**config.mk**
```make
export PLATFORM = sky130hd
export DESIGN_NAME = divide_seq
export DESIGN_NICKNAME = d
export VERILOG_FILES = /design/src/rtl/divide_seq.sv
export SDC_FILE = /design/constraint.sdc
export NUM_CORES = 1
export LEC_CHECK = 0
export CAP_MARGIN = 20
export CORE_ASPECT_RATIO = 0.6
export CORE_UTILIZATION = 40
export CTS_BUF_LIST = sky130_fd_sc_hd__clkbuf_8
export CTS_CLUSTER_DIAMETER = 60
export DETAILED_ROUTE_END_ITERATION = 8
export PLACE_DENSITY = 0.66
export SYNTH_ARGS = -nofsm -noshare
export SYNTH_HDL_FRONTEND = slang
export SYNTH_SLANG_ARGS = --single-unit
```
**constraint.sdc**
```tcl
create_clock -name clk -period 6.32 [get_ports clk]
set_clock_uncertainty 0.05 [all_clocks]
set_input_delay 1.58 -clock clk [delete_from_list [all_inputs] [get_ports clk]]
set_output_delay 1.58 -clock clk [all_outputs]
set_load 0.03 [all_outputs]
```
**src/rtl/divide_seq.sv**
```systemverilog
// divide_seq: sequential restoring radix-2 divider with valid/ready handshakes.
// One quotient bit per cycle on operand magnitudes. A FIX cycle applies the sign
// correction, and results are held in DONE until the consumer takes them.
module divide_seq #(
  parameter int unsigned WIDTH  = 8,
  parameter bit          SIGNED = 1'b0
) (
  input  logic             clk,
  input  logic             rst_n,
  input  logic             in_valid,
  output logic             in_ready,
  input  logic [WIDTH-1:0] abus,
  input  logic [WIDTH-1:0] bbus,
  output logic             out_valid,
  input  logic             out_ready,
  output logic [WIDTH-1:0] out,
  output logic [WIDTH-1:0] rem,
  output logic             dz
);

  localparam int unsigned CW = $clog2(WIDTH + 1);

  typedef enum logic [1:0] {
    IDLE,
    CALC,
    FIX,
    DONE
  } state_t;

  state_t           r_state;
  state_t           w_state_nxt;
  logic [CW-1:0]    r_cnt;
  // Dividend magnitude shifts out of the MSB while quotient bits shift into the LSB.
  logic [WIDTH-1:0] r_dvd;
  logic [WIDTH-1:0] r_dvs;
  logic [WIDTH:0]   r_part;
  logic             r_neg_q;
  logic             r_neg_r;
  logic [WIDTH-1:0] r_out;
  logic [WIDTH-1:0] r_rem;
  logic             r_dz;
  logic             r_out_valid;

  logic             w_accept;
  logic             w_take;
  logic             w_bzero;
  logic             w_a_neg;
  logic             w_b_neg;
  logic [WIDTH-1:0] w_a_mag;
  logic [WIDTH-1:0] w_b_mag;
  logic [WIDTH+1:0] w_trial;
  logic [WIDTH+1:0] w_diff;
  logic             w_ge;
  logic [WIDTH-1:0] w_q_fix;
  logic [WIDTH-1:0] w_r_fix;

  assign w_accept = in_valid && (r_state == IDLE);
  assign w_take   = r_out_valid && out_ready;
  assign w_bzero  = (bbus == '0);
  assign w_a_neg  = SIGNED && abus[WIDTH-1];
  assign w_b_neg  = SIGNED && bbus[WIDTH-1];
  assign w_a_mag  = w_a_neg ? ('0 - abus) : abus;
  assign w_b_mag  = w_b_neg ? ('0 - bbus) : bbus;

  // The trial value is always below 2^(WIDTH+1), so the top bit of the difference is the borrow.
  assign w_trial  = {r_part, r_dvd[WIDTH-1]};
  assign w_diff   = w_trial - {2'b00, r_dvs};
  assign w_ge     = ~w_diff[WIDTH+1];

  assign w_q_fix  = r_neg_q ? ('0 - r_dvd) : r_dvd;
  assign w_r_fix  = r_neg_r ? ('0 - r_part[WIDTH-1:0]) : r_part[WIDTH-1:0];

  // State register.
  always_ff @(posedge clk or negedge rst_n) begin
    if (!rst_n) r_state <= IDLE;
    else        r_state <= w_state_nxt;
  end

  // Next-state logic.
  always_comb begin
    w_state_nxt = r_state;
    unique case (r_state)
      IDLE: if (w_accept) w_state_nxt = w_bzero ? DONE : CALC;
      CALC: if (r_cnt == CW'(1)) w_state_nxt = FIX;
      FIX:  w_state_nxt = DONE;
      DONE: if (w_take) w_state_nxt = IDLE;
      default: w_state_nxt = IDLE;
    endcase
  end

  // Handshake outputs decoded from state and the registered valid flag.
  always_comb begin
    in_ready  = (r_state == IDLE);
    out_valid = r_out_valid;
  end

  assign out = r_out;
  assign rem = r_rem;
  assign dz  = r_dz;

  // Operand capture and the restoring iteration.
  always_ff @(posedge clk or negedge rst_n) begin
    if (!rst_n) begin
      r_cnt   <= '0;
      r_dvd   <= '0;
      r_dvs   <= '0;
      r_part  <= '0;
      r_neg_q <= 1'b0;
      r_neg_r <= 1'b0;
    end else if (w_accept) begin
      r_cnt   <= CW'(WIDTH);
      r_dvd   <= w_a_mag;
      r_dvs   <= w_b_mag;
      r_part  <= '0;
      r_neg_q <= w_a_neg ^ w_b_neg;
      r_neg_r <= w_a_neg;
    end else if (r_state == CALC) begin
      r_cnt   <= r_cnt - CW'(1);
      r_dvd   <= {r_dvd[WIDTH-2:0], w_ge};
      r_part  <= w_ge ? w_diff[WIDTH:0] : w_trial[WIDTH:0];
    end
  end

  // Result registers: loaded at a divide-by-zero accept or when FIX completes; held otherwise.
  always_ff @(posedge clk or negedge rst_n) begin
    if (!rst_n) begin
      r_out <= '0;
      r_rem <= '0;
      r_dz  <= 1'b0;
    end else if (w_accept && w_bzero) begin
      r_out <= '1;
      r_rem <= abus;
      r_dz  <= 1'b1;
    end else if (r_state == FIX) begin
      r_out <= w_q_fix;
      r_rem <= w_r_fix;
      r_dz  <= 1'b0;
    end
  end

  // Result-valid flag: rises one edge after DONE is entered and drops on the consumer handshake.
  always_ff @(posedge clk or negedge rst_n) begin
    if (!rst_n) r_out_valid <= 1'b0;
    else        r_out_valid <= (r_state == DONE) && !w_take;
  end

endmodule

```
# Word-level counts from Yosys, hierarchy flattened
# Index checks and enable logic that the tools add are counted.
dict set report word_totals {
  regBits 49
  wordCells 47
  latchBits 0
  ram_bits 0
  rom_bits 0
  memories 0
  out_inout_bits 19
}
dict set report op_classes {
  mul 0
  n_shift 0
  div 0
  n_addsub 2
  order_cmp 0
  eq_ne 7
  n_mux 18
  bitwise 1
  reduce_logical 10
}
# operator n
set op_table {}
lappend op_table {{$mux 8} 6}
lappend op_table {{$mux 9} 3}
lappend op_table {{$sub 10x8->10} 1}
lappend op_table {{$logic_not 8->1} 1}
lappend op_table {{$mux 2} 4}
lappend op_table {{$mux 4} 2}
lappend op_table {{$pmux 2 s4} 1}
lappend op_table {{$eq 2x2->1 const B} 2}
lappend op_table {{$eq 4x1->1 const B} 1}
lappend op_table {{$logic_and 1x1->1} 4}
lappend op_table {{$ne 2x2->1 const B} 2}
lappend op_table {{$reduce_bool 2->1} 2}
lappend op_table {{$sub 4x1->4 const B} 1}
lappend op_table {{$reduce_and 3->1} 1}
lappend op_table {{$eq 2x1->1 const B} 1}
lappend op_table {{$logic_not 2->1} 1}
lappend op_table {{$mux 1} 2}
lappend op_table {{$ne 2x1->1 const B} 1}
lappend op_table {{$logic_not 1->1} 1}
lappend op_table {{$not 1->1} 1}

# Longest topological paths before layout
dict set report logic_depth {
  depth_word 4
  ltp_mapped 9
  ltp_nobuf 9
}

# Least setup slack after synthesis
# No wires, ideal clock.
dict set report synth_path {
  path_type {input to register}
  start {input in_valid}
  end {register r_dvs[3]}
  arrival_time_ns 2.523
  setup_time_ns 0.125
  n_path_buf 2
  path_stages 4
  required_time_ns 6.145
  path_slack_ns 3.622
  cell_sequence {clkbuf_1 > nand2_1 > clkbuf_1 > mux2_2}
}
dict set report synth_between {
  elab_chain_cells 1
}
# element line_no
set synth_lines {}
lappend synth_lines {{start: declaration} 10} ;# input logic in_valid,
lappend synth_lines {{$logic_and 1x1->1} 57} ;# assign w_accept = in_valid && (r_state == IDLE);
lappend synth_lines {{end signal: assignment} 113} ;# r_dvs <= w_b_mag;
lappend synth_lines {{end: declaration} 35} ;# logic [WIDTH-1:0] r_dvs;
# Every way passes these cells.
# A chain may end at the register's enable or synchronous reset.

# Worst setup path in the final report
dict set report layout_path {
  start {register r_state[1]}
  end {output in_ready}
}
dict set report layout_between {
  elab_chain_cells 1
}
# element line_no
set layout_lines {}
lappend layout_lines {{start: declaration} 30} ;# state_t r_state;
lappend layout_lines {{start signal: assignment} 76} ;# else r_state <= w_state_nxt;
lappend layout_lines {{$logic_not 2->1} 93} ;# in_ready = (r_state == IDLE);
lappend layout_lines {{end: declaration} 11} ;# output logic in_ready,
# Every way passes these cells.

==> results.md <==
* Period utilization at 57.6%
* GRT overflow at 0
* Most common cell after layout, fill and taps aside: dfrtp_1
* Global Route Usage Sum at 19.9%
* Ant. Diodes at 0
* Relative slew slack at 26.2%
* # fillers at about 600
* Post-CTS Resized at 0
* Max Slew Vio Count at 0
* Critical path type: register to primary output
* Main synth FF type: dfrtp_1
* Share of layout cells above drive strength 1 at 8.82%
* Syn nets at 305
* CP required at approximately 4.7 ns
* Synth cell types at 40
* RR Endpoint: r_part[8]$_DFFE_PN0P_
* Reg area at 0.00123 mm²
* PwrDens at about 620 mW/mm²
* LEAKAGE at between 0.001 and 0.0015 µW
* Hold Crit Depth at 1
* Hold Path Class: register to register
* Vias in the first global route at between 2000 and 2500
* DP Wirelength at 4.52 mm
* Asr flop ratio synth at between 90% and 100%
* Num CTS Buffers at 5
* Clock transition at the registers of the reported paths at 0.09 ns
* Starting Density at 42.6%
* Die Ht at 65.3 µm
* Synth area leader: dfrtp_1
* Clock Path Buffers at 2
* Setup ws final at 2.68 ns
* Max Cap Violations at 0
* Worst-Skew Late Latency at a little over 0.3 ns
* DRC viols at 0
* Per-cell routed wire length at 16.3 µm
* ANT nets after route at 0
* Vias per inst at 5.43
* H-tree depth at 2
* Top cell type's share of synthesized area at 45.9%
* Largest net degree at the start of global routing at 50
* Initial antenna violation count at 0
* Setup Fix Bufs, Post-CTS at 0
* Setup TNS at 0 ns
* CTS root buf: clkbuf_8
* Critical path cell sequence: inv_1 > ha_1 > clkdlybuf4s50_1
* Syn Std Cell Area at 0.00267 mm²
* Site Rows at 22
* # IOs at 39
* Final setup fails at 0
* Gpl congestion at 0.803
* Worst Hold End: out_valid$_DFF_PN0_
* Via count at 2118
* Core box area at 0.00628 mm²
* Status: finished clean
* Grt met1 use at 30.0%
* Largest stage delay on the critical path at 0.76 ns
* Final nets at 340
* # port buffers at 38
* R2R Path Start: r_dvs[1]$_DFFE_PN0P_
* Register area share after synthesis at 45.9%
* Pre-CTS setup slack at 2.41 ns
* Syn Inst Count at 270
* Fmax at around 0.27 GHz
* Fin crit period at ~3.6 ns
* RSZ-0062 raised after global routing: false
* Mean area per synthesized cell at 9.89 µm²
* GR Layer Usage met2 at 28.9%
* Global-route wire length before repair at 10.6 mm
* Reg-to-reg slack, setup at 3.76 ns
* Die X at between 100 and 150 µm
* VDD IR max at around 0.00022 V
* CP Launch Type: register
* Largest cells by area after synthesis: dfrtp_1 46%, mux2i_1 8.6%, ha_1 6.6%
* Synth Register Bits at 49
* Die Area at 0.00702 mm²
* Critical path's slowest cell: clkdlybuf4s50_1
* Min-Delay Startpoint: out_valid$_DFF_PN0_
* Initial DRC count at 108
* Final Hold Fails at 0
* EDFF count, synth at 0
* Tightest Pin Transition at 1.11 ns
* Pre-Repair DR Iteration Count at 4
* Area delta synth->final at 21.8%
* GRT busiest layer: met1
* CTS tree: built
* Cells on worst reg2reg path at 8
* Multi-input logic area at 0.00133 mm²
* Cts-stage hold buffer count at 0
* Routed WL at around 6.4 mm
* Worst-path fanout max at 9
* CTS sink count at 49
* YS warnings at 0
* Commonest cells after routing, fill and taps aside: 49 x dfrtp_1, 37 x clkdlybuf4s50_1, 23 x a21oi_1, 23 x mux2i_1, 22 x nor2_1
* Critical Path End Type: primary output
* Critical Path AT at ~2.0 ns
* GRT met3 Usage at 5.06%
## state kept, by name (all words and copies together) (netlist names)
register	cells
dz	1
out	8
out_valid	1
r_cnt	4
r_dvd	8
r_dvs	8
r_part	9
r_state	2
rem	8
## per-stage QoR
stage | util [%] | power (µW) | area [µm²] | std cells | hold WS (ns)
2_1_floorplan | - | 1470 | 2670 | 270 | 0.429
3_3_place_gp | 49.5 | 1780 | 3110 | 379 | 0.431
6_report | 51.8 | 2030 | 3250 | 390 | 0.447
5_1_grt | 51.8 | 2210 | 3250 | 390 | 0.483
3_5_place_dp | 49.5 | 1810 | 3110 | 379 | 0.435
4_1_cts | 51.1 | 2010 | 3210 | 387 | 0.450
## per-layer routing
| layer | vias to the layer above | part of all wire, % |
|---|---|---|
| met4 | 0 | 0.33 |
| li1 | 1023 | - |
| met2 | 60 | 40 |
| met1 | 1031 | 52 |
| met3 | 4 | 6.9 |
| met5 | - | 0 |
## Yosys cell counts, types with 2 or more instances
library cell	number
nand2_1	15
clkbuf_1	11
o21ai_0	19
buf_1	2
nand3_1	5
nor4b_1	2
dfrtp_1	49
mux2i_1	23
ha_1	14
nor2_1	22
mux2_2	9
or3_1	4
nor2b_1	2
a21oi_1	23
o21a_1	4
inv_1	16
nor3_1	7
nand4_1	2
xor2_1	2
xnor2_1	5
a31oi_1	12
nor4_1	2
buf_2	2
a21boi_0	2
## worst max-delay path: cells and delay by family (launching register included)
family	cells	cell delay, ns
buf+inv	2	0.87
fa+ha+maj	1	0.44
flops	1	0.41
## worst max-delay path by stage
| stage | from | to | slack [ns] | cells after the start |
|---|---|---|---|---|
| global route | r_state[0]$_DFFE_PN0P_ | in_ready | 2.58 | 3 |
| detailed placement | bbus[3] | rem[6]$_DFFE_PN0P_ | 2.41 | 5 |
| finish | r_state[1]$_DFFE_PN0P_ | in_ready | 2.68 | 3 |
| floorplan | in_valid | r_dvs[3]$_DFFE_PN0P_ | 3.62 | 4 |
| CTS | r_state[1]$_DFFE_PN0P_ | in_ready | 2.68 | 3 |
| global placement | bbus[3] | r_state[1]$_DFFE_PN0P_ | 2.51 | 5 |
## power by group
group | internal [µW] | leakage [µW] | switching [µW]
Sequential | 471 | 0.000572 | 119
Clock | 83.1 | 0.0000506 | 122
Combinational | 548 | 0.000769 | 688
Total | 1100 | 0.00139 | 929
## area by class of cell
cell class | instances | share of cell area, %
Timing Repair Buffer | 43 | 13.5
Inverter | 16 | 1.85
Clock inverter | 3 | 0.885
Multi-Input combinational cell | 190 | 40.8
Tap cell | 84 | 3.23
Sequential cell | 49 | 37.7
Clock buffer | 5 | 2.12
## cells by family after synthesis
logic type / Yosys count / synth area share, %
multiplexers: 32 / 12.4
adder cells (fa/ha/maj): 15 / 7.31
AO/OA/AOI/OAI: 70 / 15.7
AND/OR/NAND/NOR: 66 / 11.9
buffers and inverters: 31 / 4.45
flip-flops: 49 / 45.9
XOR/XNOR: 7 / 2.30
Power figures use the tool's default switching activity.
==> patch, RTL diff (same settings) <==
Change the parameter `WIDTH` from 8 to 16.
--- a/src/rtl/divide_seq.sv
+++ b/src/rtl/divide_seq.sv
@@ -4,3 +4,3 @@
 module divide_seq #(
-  parameter int unsigned WIDTH  = 8,
+  parameter int unsigned WIDTH  = 16,
   parameter bit          SIGNED = 1'b0
Interface: changed (resized abus, bbus, out and rem); port bits go from 39 to 71. No check against the original RTL was run, so the function may have changed too.
==> patch against the unedited design <==
Count of clock-buffer cells in the layout grew 7; via count grew 85%; final cell count grew 91%; final area grew 82%; setup slack lost 500 ps; routed wire length grew 92%; non-clock buffer count grew 31; sequential cell count grew 41; area after synthesis grew 84%; fmax shrank 12%.
Power is not shown: default switching activity piles up to over one toggle a cycle in this logic, so the estimate is an artifact.
==> patch: results (changes against the unedited design) <==
CTS clk-pin slew, worst paths 90 ps (about the same); Slew Limit Headroom 29.73% (+3.5 points); synth warn 0 (unchanged); number of iterations in the first detailed-routing pass 6 (+2); top-count cell post-synth dfrtp_1; DRT iter0 DRCs 324 (+200%); # diodes 0 (unchanged); grt met3 use 4.063% (-1.0 points); Post-CTS Setup Inserts 0 (unchanged); H-tree levels 3 (+1); nets 639 (+88%); vias in the first global route 3661 (+78%); post-DP HPWL 8895 µm (+97%); CP max stage cell nor4_1; top post-synthesis cells by count 90 x dfrtp_1, 67 x nand2_1, 59 x mux2i_1; Tot GR Track Use 19.86% (-0.034 points); CTS Buf Count 9 (+4); CP delay by family, top simple AND/OR/NAND/NOR gates; initial antenna violation count 1 (+1); clk root buf clkbuf_8; Vias 3913 (+85%); Clock Latency Late Sink 360 ps (+50 ps); Post-synth ARST share 100.0% (unchanged); Netlist cell types 45 (+13%); dominant cells by area after synthesis dfrtp_1 46%, mux2i_1 12%, ha_1 5.6%; pin count of the biggest net entering global routing 76 (+52%); Resized cells post-CTS 0 (unchanged); crit-path max FO 50 (+41); DR WL/cell 16.38 µm (+0.33%); Top reg by flops r_part; outcome complete, no violations; syn_nets 581 (+90%); met1 GRT Util 30.32% (+0.29 points); max reg flops 17 (+8); global-route wire length before repair 19630 µm (+85%); slowest stage delay, CP 760 ps (about the same); worst min-delay path class reg2reg; share of layout cells above drive strength 1 5.299% (-3.5 points); post-synthesis sequential area ratio 45.87% (about the same); Port Buf Inserts 70 (+84%); hold_ws 440.9 ps (-5.748 ps); GR Util met2 28.63% (-0.30 points); R2R Setup Slk 3210 ps (-550 ps); global placement routability congestion 0.9352 (+17%); Clock Path Buffers 2 (unchanged)
[patch: through the flow]
stage / cells / worst slack [ps] / util [%] / cell area (µm²)
3_3_place_gp: 729 / 1936 / 49.28 / 5734
2_1_floorplan: 522 / 3517 / - / 4910
3_5_place_dp: 729 / 1870 / 49.28 / 5734
4_1_cts: 745 / 2223 / 50.92 / 5926
5_1_grt: 745 / 2035 / 50.92 / 5926
6_report: 745 / 2175 / 50.92 / 5926
[patch: final cells by class]
class / count / area (µm²)
fillers: 1120 / 5710
multi-input cells: 377 / 2449
flip-flops and latches: 90 / 2252
repair buffers: 74 / 728.2
well taps: 160 / 200.2
clock buffers: 12 / 165.2
inverters: 28 / 105.1
clock inverters: 4 / 26.28
[patch: cells by family after synthesis]
group / Yosys count / share of synthesized area (%)
xor gates and xnor gates: 15 / 2.676
and+or+nand+nor: 144 / 12.97
adders and majority gates: 23 / 6.014
muxes: 62 / 12.72
buffers and inverters: 55 / 4.587
DFF: 90 / 45.87
AOI/OAI and AO/OA: 133 / 15.16
[patch: layer usage]
metal  vias up  share of wire [%]
li1       1939                  -
met2        94                 41
met3         6                6.7
met4         0               0.50
met1      1874                 52
met5         -                  0
[patch: path summary, 6_finish.rpt]
check,start,to,depth (start not counted)
max in group asynchronous,rst_n,r_dvs[11],2
setup / recovery,bbus[5],rem[1],6
hold reg to reg,out_valid,out_valid,1
setup reg to reg,r_state[0],rem[1],7
min in group asynchronous,rst_n,dz,1
hold / removal,out_valid,out_valid,1
